`src/rtl/seg_scan_controller_if.sv`:
```
// Bus for the multiplexed 7-segment scan controller: staging load in,
// decoder code and digit enables out. Clock and reset stay plain ports.
interface seg_scan_controller_if #(
  parameter int NUM_DIGITS = 3
);
  logic                    i_load;
  logic [4*NUM_DIGITS-1:0] i_digits_in;
  logic [NUM_DIGITS-1:0]   i_blank_in;
  logic [3:0]              o_bcd;
  logic [NUM_DIGITS-1:0]   o_digit_sel;
  logic                    o_frame_start;
  logic                    o_update_done;
  logic                    o_pending;

  modport master (
    output i_load, i_digits_in, i_blank_in,
    input  o_bcd, o_digit_sel, o_frame_start, o_update_done, o_pending
  );

  modport slave (
    input  i_load, i_digits_in, i_blank_in,
    output o_bcd, o_digit_sel, o_frame_start, o_update_done, o_pending
  );
endinterface

```
`src/rtl/seg_scan_controller.sv`:
```
// Time-multiplexed BCD digit scanner with frame-boundary double buffering
// and a dark guard interval at the start of every digit slot.
module seg_scan_controller #(
  parameter int NUM_DIGITS   = 3,
  parameter int SCAN_DIV     = 50000,
  parameter int GUARD_CYCLES = 500
) (
  input  logic                  clk,
  input  logic                  rst,
  seg_scan_controller_if.slave  bus
);

  localparam int CNT_W = (SCAN_DIV > 1) ? $clog2(SCAN_DIV) : 1;
  localparam int IDX_W = (NUM_DIGITS > 1) ? $clog2(NUM_DIGITS) : 1;
  localparam logic [CNT_W-1:0] LAST_CNT  = CNT_W'(SCAN_DIV - 1);
  localparam logic [CNT_W-1:0] GUARD_END = CNT_W'(GUARD_CYCLES);
  localparam logic [IDX_W-1:0] LAST_IDX  = IDX_W'(NUM_DIGITS - 1);

  typedef enum logic {PH_GUARD, PH_DRIVE} phase_t;
  localparam phase_t START_PHASE = (GUARD_CYCLES > 0) ? PH_GUARD : PH_DRIVE;

  // Slot position and phase describe the cycle the outputs are being registered for.
  phase_t                  r_phase;
  logic [IDX_W-1:0]        r_slotIdx;
  logic [CNT_W-1:0]        r_slotCnt;
  logic [4*NUM_DIGITS-1:0] r_stgDigits;
  logic [NUM_DIGITS-1:0]   r_stgBlank;
  logic [4*NUM_DIGITS-1:0] r_actDigits;
  logic [NUM_DIGITS-1:0]   r_actBlank;
  logic                    r_pending;

  logic                    w_frameEdge;
  logic                    w_commit;
  logic [4*NUM_DIGITS-1:0] w_effDigits;
  logic [NUM_DIGITS-1:0]   w_effBlank;
  logic [3:0]              w_code;
  logic                    w_blankBit;
  logic                    w_dark;
  logic [NUM_DIGITS-1:0]   w_oneHot;
  logic [CNT_W-1:0]        w_cntInc;

  // On a commit edge the staging set is forwarded so slot 0 shows new data at once.
  always_comb begin
    w_frameEdge = (r_slotIdx == '0) && (r_slotCnt == '0);
    w_commit    = w_frameEdge && r_pending;
    w_effDigits = w_commit ? r_stgDigits : r_actDigits;
    w_effBlank  = w_commit ? r_stgBlank : r_actBlank;
    w_cntInc    = r_slotCnt + 1'b1;
    w_code      = 4'd0;
    w_blankBit  = 1'b1;
    w_oneHot    = '0;
    for (int k = 0; k < NUM_DIGITS; k++) begin
      if (r_slotIdx == IDX_W'(k)) begin
        w_code      = w_effDigits[4*k +: 4];
        w_blankBit  = w_effBlank[k];
        w_oneHot[k] = 1'b1;
      end
    end
    w_dark = w_blankBit || (w_code > 4'd9);
  end

  always_ff @(posedge clk) begin
    if (rst) begin
      r_phase           <= START_PHASE;
      r_slotIdx         <= '0;
      r_slotCnt         <= '0;
      r_stgDigits       <= '0;
      r_stgBlank        <= '1;
      r_actDigits       <= '0;
      r_actBlank        <= '1;
      r_pending         <= 1'b0;
      bus.o_bcd         <= 4'd0;
      bus.o_digit_sel   <= '0;
      bus.o_frame_start <= 1'b0;
      bus.o_update_done <= 1'b0;
    end else begin
      bus.o_frame_start <= w_frameEdge;
      bus.o_update_done <= w_commit;
      bus.o_bcd         <= w_dark ? 4'd0 : w_code;
      bus.o_digit_sel   <= ((r_phase == PH_DRIVE) && !w_dark) ? w_oneHot : '0;

      if (w_commit) begin
        r_actDigits <= r_stgDigits;
        r_actBlank  <= r_stgBlank;
      end

      // A load on the commit edge lands after the commit and stays pending.
      if (bus.i_load) begin
        r_stgDigits <= bus.i_digits_in;
        r_stgBlank  <= bus.i_blank_in;
        r_pending   <= 1'b1;
      end else if (w_commit) begin
        r_pending <= 1'b0;
      end

      if (r_slotCnt == LAST_CNT) begin
        r_slotCnt <= '0;
        r_slotIdx <= (r_slotIdx == LAST_IDX) ? '0 : r_slotIdx + 1'b1;
        r_phase   <= START_PHASE;
      end else begin
        r_slotCnt <= w_cntInc;
        if (w_cntInc == GUARD_END) begin
          r_phase <= PH_DRIVE;
        end
      end
    end
  end

  assign bus.o_pending = r_pending;

endmodule

```
`src/flat_wrapper.sv`:
```
// flat-port wrapper written by rule: the top's interface ports become plain ports
module seg_scan_controller_flat 
#(
  parameter int NUM_DIGITS   = 3,
  parameter int SCAN_DIV     = 50000,
  parameter int GUARD_CYCLES = 500
)
  (clk, rst, bus_i_load, bus_i_digits_in, bus_i_blank_in, bus_o_bcd, bus_o_digit_sel, bus_o_frame_start, bus_o_update_done, bus_o_pending);
  seg_scan_controller_if #(.NUM_DIGITS(NUM_DIGITS)) bus_i ();
  input  logic clk;
  input  logic rst;
  input wire logic [$bits(bus_i.i_load)-1:0] bus_i_load;
  input wire logic [$bits(bus_i.i_digits_in)-1:0] bus_i_digits_in;
  input wire logic [$bits(bus_i.i_blank_in)-1:0] bus_i_blank_in;
  output wire logic [$bits(bus_i.o_bcd)-1:0] bus_o_bcd;
  output wire logic [$bits(bus_i.o_digit_sel)-1:0] bus_o_digit_sel;
  output wire logic [$bits(bus_i.o_frame_start)-1:0] bus_o_frame_start;
  output wire logic [$bits(bus_i.o_update_done)-1:0] bus_o_update_done;
  output wire logic [$bits(bus_i.o_pending)-1:0] bus_o_pending;
  assign bus_i.i_load = bus_i_load;
  assign bus_i.i_digits_in = bus_i_digits_in;
  assign bus_i.i_blank_in = bus_i_blank_in;
  assign bus_o_bcd = bus_i.o_bcd;
  assign bus_o_digit_sel = bus_i.o_digit_sel;
  assign bus_o_frame_start = bus_i.o_frame_start;
  assign bus_o_update_done = bus_i.o_update_done;
  assign bus_o_pending = bus_i.o_pending;
  seg_scan_controller #(.NUM_DIGITS(NUM_DIGITS), .SCAN_DIV(SCAN_DIV), .GUARD_CYCLES(GUARD_CYCLES)) u_core (.clk(clk), .rst(rst), .bus(bus_i));
endmodule
```
`config.mk`:
```
export PLATFORM = sky130hd
export DESIGN_NAME = seg_scan_controller_flat
export DESIGN_NICKNAME = d
export VERILOG_FILES = /design/src/rtl/seg_scan_controller_if.sv /design/src/rtl/seg_scan_controller.sv /design/src/flat_wrapper.sv
export SDC_FILE = /design/constraint.sdc
export NUM_CORES = 1
export LEC_CHECK = 0
export BUFFER_PORTS_ARGS = -buffer_cell sky130_fd_sc_hd__clkbuf_2
export CAP_MARGIN = 5
export CORE_MARGIN = 1
export CORE_UTILIZATION = 25
export DETAILED_ROUTE_END_ITERATION = 8
export PLACE_DENSITY_LB_ADDON = 0.12
export SKIP_LAST_GASP = 1
export SYNTH_ARGS = -nofsm -noshare
export SYNTH_HDL_FRONTEND = slang
export SYNTH_SLANG_ARGS = --single-unit
```
`constraint.sdc`:
```
create_clock -name clk -period 2.77 [get_ports clk]
set_input_delay 0.277 -clock clk [delete_from_list [all_inputs] [get_ports clk]]
set_output_delay 0.277 -clock clk [all_outputs]
set_load 0.05 [all_outputs]
```
Yosys cells after proc, flatten, opt, wreduce, memory -nomap -nowiden
Index checks and enable logic that the tools add are counted.
{"block": "classes", "add_sub_neg": 2, "n_mul": 0, "div": 0, "n_lt_le_gt_ge": 1, "eq_ne": 4, "shift": 0, "n_mux": 14, "n_bitwise": 1, "n_reduce_logical": 11}
{"operator": "$add 16x1->16 const B", "n": 1}
{"operator": "$eq 16x16->1 const B", "n": 1}
{"operator": "$eq 16x9->1 const B", "n": 1}
{"operator": "$logic_not 16->1", "n": 1}
{"operator": "$mux 12", "n": 1}
{"operator": "$mux 4", "n": 3}
{"operator": "$mux 1", "n": 8}
{"operator": "$reduce_or 2->1", "n": 3}
{"operator": "$gt 4x4->1 const B", "n": 1}
{"operator": "$logic_and 1x1->1", "n": 3}
{"operator": "$mux 3", "n": 1}
{"operator": "$add 2x1->2 const B", "n": 1}
{"operator": "$eq 2x1->1 const B", "n": 1}
{"operator": "$eq 2x2->1 const B", "n": 1}
{"operator": "$logic_not 2->1", "n": 1}
{"operator": "$mux 2", "n": 1}
{"operator": "$reduce_bool 2->1", "n": 1}
{"operator": "$logic_not 1->1", "n": 1}
{"operator": "$logic_or 1x1->1", "n": 1}
{"operator": "$not 1->1", "n": 1}
{"block": "totals", "register_bits": 59, "latch_bits": 0, "mem_bits_rw": 0, "rom_bits": 0, "in_bits": 18, "output_inout_bits": 10, "wordCells": 45, "n_memories": 0}

Logic depth before layout (Yosys ltp)
{"block": "logic_depth", "depth_word": 13, "depth_mapped": 9, "ltp_nobuf": 8}

Worst setup path before layout
Ideal clock, no wire load.
{"block": "synth_timing", "path_type": "register to register", "from": "register u_core.r_slotCnt[0]", "to": "register u_core.r_phase", "setup_time_ns": 0.073, "arrival_ns": 2.097, "required_time_ns": 2.697, "setup_slack_ns": 0.600, "stages_incl_launch_ff": 8, "n_path_buf": 0, "synth_period_minus_slack_ns": 2.170, "path_cell_list": "dfxtp_1 -> ha_1 -> nand3_2 -> nor3_1 -> and3_1 -> o2111ai_1 -> or4_1 -> o22ai_2"}
{"block": "synth_via", "elab_chain_cells": 2, "elab_cells_between_ends": 4, "cone_classes": "1 x add/sub; 2 x eq/ne; 1 x reduce/logical"}
{"element": "from (decl)", "line_no": "seg_scan_controller.sv:25", "rtl": "logic [CNT_W-1:0] r_slotCnt;"}
{"element": "from (signal assigned)", "line_no": "seg_scan_controller.sv:101", "rtl": "r_slotCnt <= w_cntInc;"}
{"element": "$add 16x1->16 / $eq 16x16->1 (equally long branches)", "line_no": "seg_scan_controller.sv:48, seg_scan_controller.sv:96"}
{"element": "$eq 16x9->1 / $reduce_or 2->1 (equally long branches)"}
{"element": "to (signal assigned)", "line_no": "seg_scan_controller.sv:64", "rtl": "r_phase <= START_PHASE;"}
{"element": "to (signal assigned)", "line_no": "seg_scan_controller.sv:99", "rtl": "r_phase <= START_PHASE;"}
{"element": "to (signal assigned)", "line_no": "seg_scan_controller.sv:103", "rtl": "r_phase <= PH_DRIVE;"}
{"element": "to (decl)", "line_no": "seg_scan_controller.sv:23", "rtl": "phase_t r_phase;"}
Several ways; a longest one is shown, not always the timed one.
A chain may end at the register's enable or synchronous reset.

Final worst setup path
{"block": "layout_timing", "from": "register u_core.r_slotCnt[0]", "to": "register u_core.bus.o_digit_sel[0]"}
{"block": "layout_via", "elab_chain_cells": 13, "elab_cells_between_ends": 17, "cone_classes": "1 x order compare; 8 x mux; 1 x bitwise; 7 x reduce/logical"}
{"element": "$logic_not 16->1 (*)", "line_no": "seg_scan_controller.sv:44", "rtl": "w_frameEdge = (r_slotIdx == '0) && (r_slotCnt == '0);"}
{"element": "$logic_and 1x1->1 (*)", "line_no": "seg_scan_controller.sv:44"}
{"element": "$logic_and 1x1->1 (*)", "line_no": "seg_scan_controller.sv:45", "rtl": "w_commit = w_frameEdge && r_pending;"}
{"element": "$mux 12", "line_no": "seg_scan_controller.sv:46", "rtl": "w_effDigits = w_commit ? r_stgDigits : r_actDigits;"}
{"element": "$mux 4 (3 in series)", "line_no": "seg_scan_controller.sv:53", "rtl": "if (r_slotIdx == IDX_W'(k)) begin"}
{"element": "$gt 4x4->1", "line_no": "seg_scan_controller.sv:59", "rtl": "w_dark = w_blankBit || (w_code > 4'd9);"}
{"element": "$logic_or 1x1->1 (*)", "line_no": "seg_scan_controller.sv:59"}
{"element": "$logic_not 1->1 (*)", "line_no": "seg_scan_controller.sv:80", "rtl": "bus.o_digit_sel <= ((r_phase == PH_DRIVE) && !w_dark) ? w_oneHot : '0;"}
{"element": "$logic_and 1x1->1 (*)", "line_no": "seg_scan_controller.sv:80"}
{"element": "$not 1->1 (no line) (*)"}
{"element": "$reduce_or 2->1 (no line) (*)"}
{"element": "to (signal assigned)", "line_no": "seg_scan_controller.sv:80"}
{"element": "to (decl)", "line_no": "seg_scan_controller_if.sv:22", "rtl": "output o_bcd, o_digit_sel, o_frame_start, o_update_done, o_pending"}
Every way passes the cells marked *; elsewhere a longest branch is shown, timed or not.

==> flow_summary.ini <==
[run_status]
status = finished, final reports clean

[clock_tree]
cts_max_path_buffers = 2
ctsHoldBuffers = 0
clock_latency_ps = 340
cts_setup_buffers = 0
cts.reportedPaths.clkPinSlew_ps = 70
clock_sink_count = 59
cts-resized-gates = 0
htree_levels = 3
numCtsBuffers = 9
cts-root-buf = clkbuf_8
cts_tree = done

[drt]
drt_iter0_drc = 138
drc = 0
via_count = 2098
avgRoutedWirePerCell_um = 13.5
drt_pass1_iterations = 4
vias_per_cell = 4.56
antenna_left = 0
wl_mm = 6.20

[setup_path]
timing.rr.start = u_core.r_slotCnt[0]
endpoint_kind = register
crit_top_cell = and3_1
rrSetupSlack_ps = 250
rr_endpoint = u_core.bus.o_digit_sel[0]
crit_fanout = 7
crit_cells = 8
path_delay_family = simple AND/OR/NAND/NOR gates
arrival_ps = 2760
critPathRequiredTime_ps = 3010
startpoint_type = register
cp_cell_sequence = inv_1 > ha_1 > nor4b_2 > and3_1 > and3_1 > a211oi_1 > a22oi_1 > nor4_1
reg2regPathDepth = 8
crit_buf_inv = 1
slowest_delay_ps = 490
critPathKind = reg -> reg
slowest_stage = dfxtp_1

[hold_path]
hold_class = in -> reg
holdPathEnd = u_core.r_stgBlank[1]
holdCritStartpoint = bus_i_blank_in[1]
hold_depth = 2

[synth]
syn_nets = 312
ys_ff_latch = 59
syn_area_um2 = 2560
syn_avg_cell_area_um2 = 8.81
yosysTopAreaCell = dfxtp_1
netlist_instances = 291
synth-seq-area-share_pct = 46.1
ys_warn_count = 0
synth_enable_flop_cells = 0
synth.top_cell.area_share_pct = 46.1
synthFlopType = dfxtp_1
ys_types = 50
ys_top_cells_by_area = dfxtp_1 (46%), nor2_1 (5.7%), nand2_1 (5.1%), mux2i_1 (5.1%), a21oi_1 (3.9%)
async_flop_share_pct = 0

[global_route]
grt_antenna_before_repair = 0
grt_pass1_wl_mm = 10.6
grt_max_degree = 23
grt_usage_pct = 13.5
overflow = 0
grt_pass1_vias = 2009

[timing]
whs_ps = 147
period_share_pct = 91.0
slew_headroom_pct = 63.0
fmax_ghz = 0.397
hold_viol = 0
setup_viol = 0
worst_pin_slew_ps = 550
slew_violations = 0
rsz0062_at_grt = no
period_needed_ps = 2520
worst_clock_skew_ps = 12.4
tns_ps = 0

[floorplanning]
io_pins = 28
die_h_um = 103
core_um2 = 9860
die_width_um = 103
rows = 36
die_area_um2 = 10700
start_util_pct = 26.0

[power_and_ir_drop]
combPwrFrac_pct = 7.6
p_int_uw = 1260
power_density_nw_per_um2 = 573
pwr-share-seq_pct = 51.6
clkPwrFrac_pct = 40.7
ir_drop_v = 0.000327
power.leakage_uw = 0.00119
p_sw_share_pct = 27.9
switching_power_uw = 486

[layout]
layout_common_cells = dfxtp_1 (59), nor2_1 (39), nand2_1 (35)
mostFrequentLayoutCell = dfxtp_1
final_layout_size_suffix_gt1_share_pct = 18.3
final_cells = 460
areaGrowthSynthToFinish_pct = 18.4
fin_nets = 343
diodes = 0

[placed_design]
portBuffers = 27
placedCellCount = 444
dp_hpwl_mm = 4.47
gp_congestion = 0.813

[job]
maxCapViolations = 0
==> worst max path at each step <==
| stage | startpoint | endpoint |
|---|---|---|
| after floorplan | u_core.r_slotCnt[0] | u_core.r_phase |
| after global placement | u_core.r_slotCnt[0] | u_core.bus.o_digit_sel[0] |
| after detailed placement | u_core.r_slotCnt[0] | u_core.bus.o_digit_sel[0] |
| after CTS | u_core.r_slotCnt[0] | u_core.bus.o_digit_sel[0] |
| after global routing | u_core.r_slotCnt[0] | u_core.bus.o_digit_sel[1] |
| final | u_core.r_slotCnt[0] | u_core.bus.o_digit_sel[0] |
==> sequential cells by signal (all words and copies together), names as in the netlist <==
| register | cells |
|---|---|
| u_core.r_stgDigits | 12 |
| u_core.bus.o_digit_sel | 3 |
| u_core.r_phase | 1 |
| u_core.bus.o_bcd | 4 |
| u_core.bus.o_update_done | 1 |
| u_core.r_slotIdx | 2 |
| u_core.bus.o_frame_start | 1 |
| u_core.r_slotCnt | 16 |
| u_core.r_actDigits | 12 |
| u_core.r_stgBlank | 3 |
| u_core.r_actBlank | 3 |
| u_core.bus.o_pending | 1 |
==> power groups by stage <==
stage / combinational, µW / clock, µW / sequential [µW]
2_1_floorplan: 84.6 / 0 / 922
6_report: 133 / 710 / 899
3_3_place_gp: 136 / 0 / 918
3_5_place_dp: 135 / 0 / 919
5_1_grt: 152 / 783 / 903
4_1_cts: 136 / 732 / 899
==> cells in the mapped netlist, types with 5 or more instances <==
library cell	instances
mux2i_1	13
inv_1	9
and3_1	7
xnor2_1	8
nor2b_1	6
a21oi_1	20
nor2_1	39
dfxtp_1	59
nand3_1	10
nor3_1	12
xor2_1	6
clkbuf_1	9
buf_2	5
nand2_1	35
==> per-layer routing <==
layer | routed length [µm] | GRT usage (%)
met1 | 3180 | 18.3
met2 | 2630 | 20.1
met3 | 280 | 3.56
met4 | 112 | 5.85
met5 | 0 | 0
==> through the flow <==
stage                     util, %  power [µW]  cell area, µm²  setup WS [ps]
after floorplan                 -        1010            2560            600
after global placement       29.0        1050            2860            425
after detailed placement     29.0        1050            2860            269
after CTS                    30.8        1770            3040            229
after global routing         30.8        1840            3040           13.7
final                        30.8        1740            3040            249
==> cell type report <==
type                       instances  area (µm²)
clock buffer                       9         124
timing repair buffer              34         188
sequential                        59        1180
inverter                           9        33.8
multi-input combinational        209        1290
tap                              133         166
fill                            1058        6830
clock inverter                     7        53.8
==> worst register-to-register path: cells and delay by family (launching register included) <==
family,cells,cell delay [ps]
AND/OR/NAND/NOR,4,960
adder cells (fa/ha/maj),1,200
flip-flops,1,490
buffers and inverters,1,80
AO/OA/AOI/OAI,2,690
==> cells by family (layout without fill, tap and decap cells) <==
group | after synthesis | after routing | share of synthesized area [%]
AOI/OAI and AO/OA | 46 | 46 | 12.7
xor gates and xnor gates | 14 | 14 | 4.78
adders and majority gates | 3 | 3 | 1.46
buffers and inverters | 23 | 59 | 3.61
DFF | 59 | 59 | 46.1
muxes | 14 | 14 | 5.51
and+or+nand+nor | 132 | 132 | 25.9
Power figures use the tool's default switching activity.
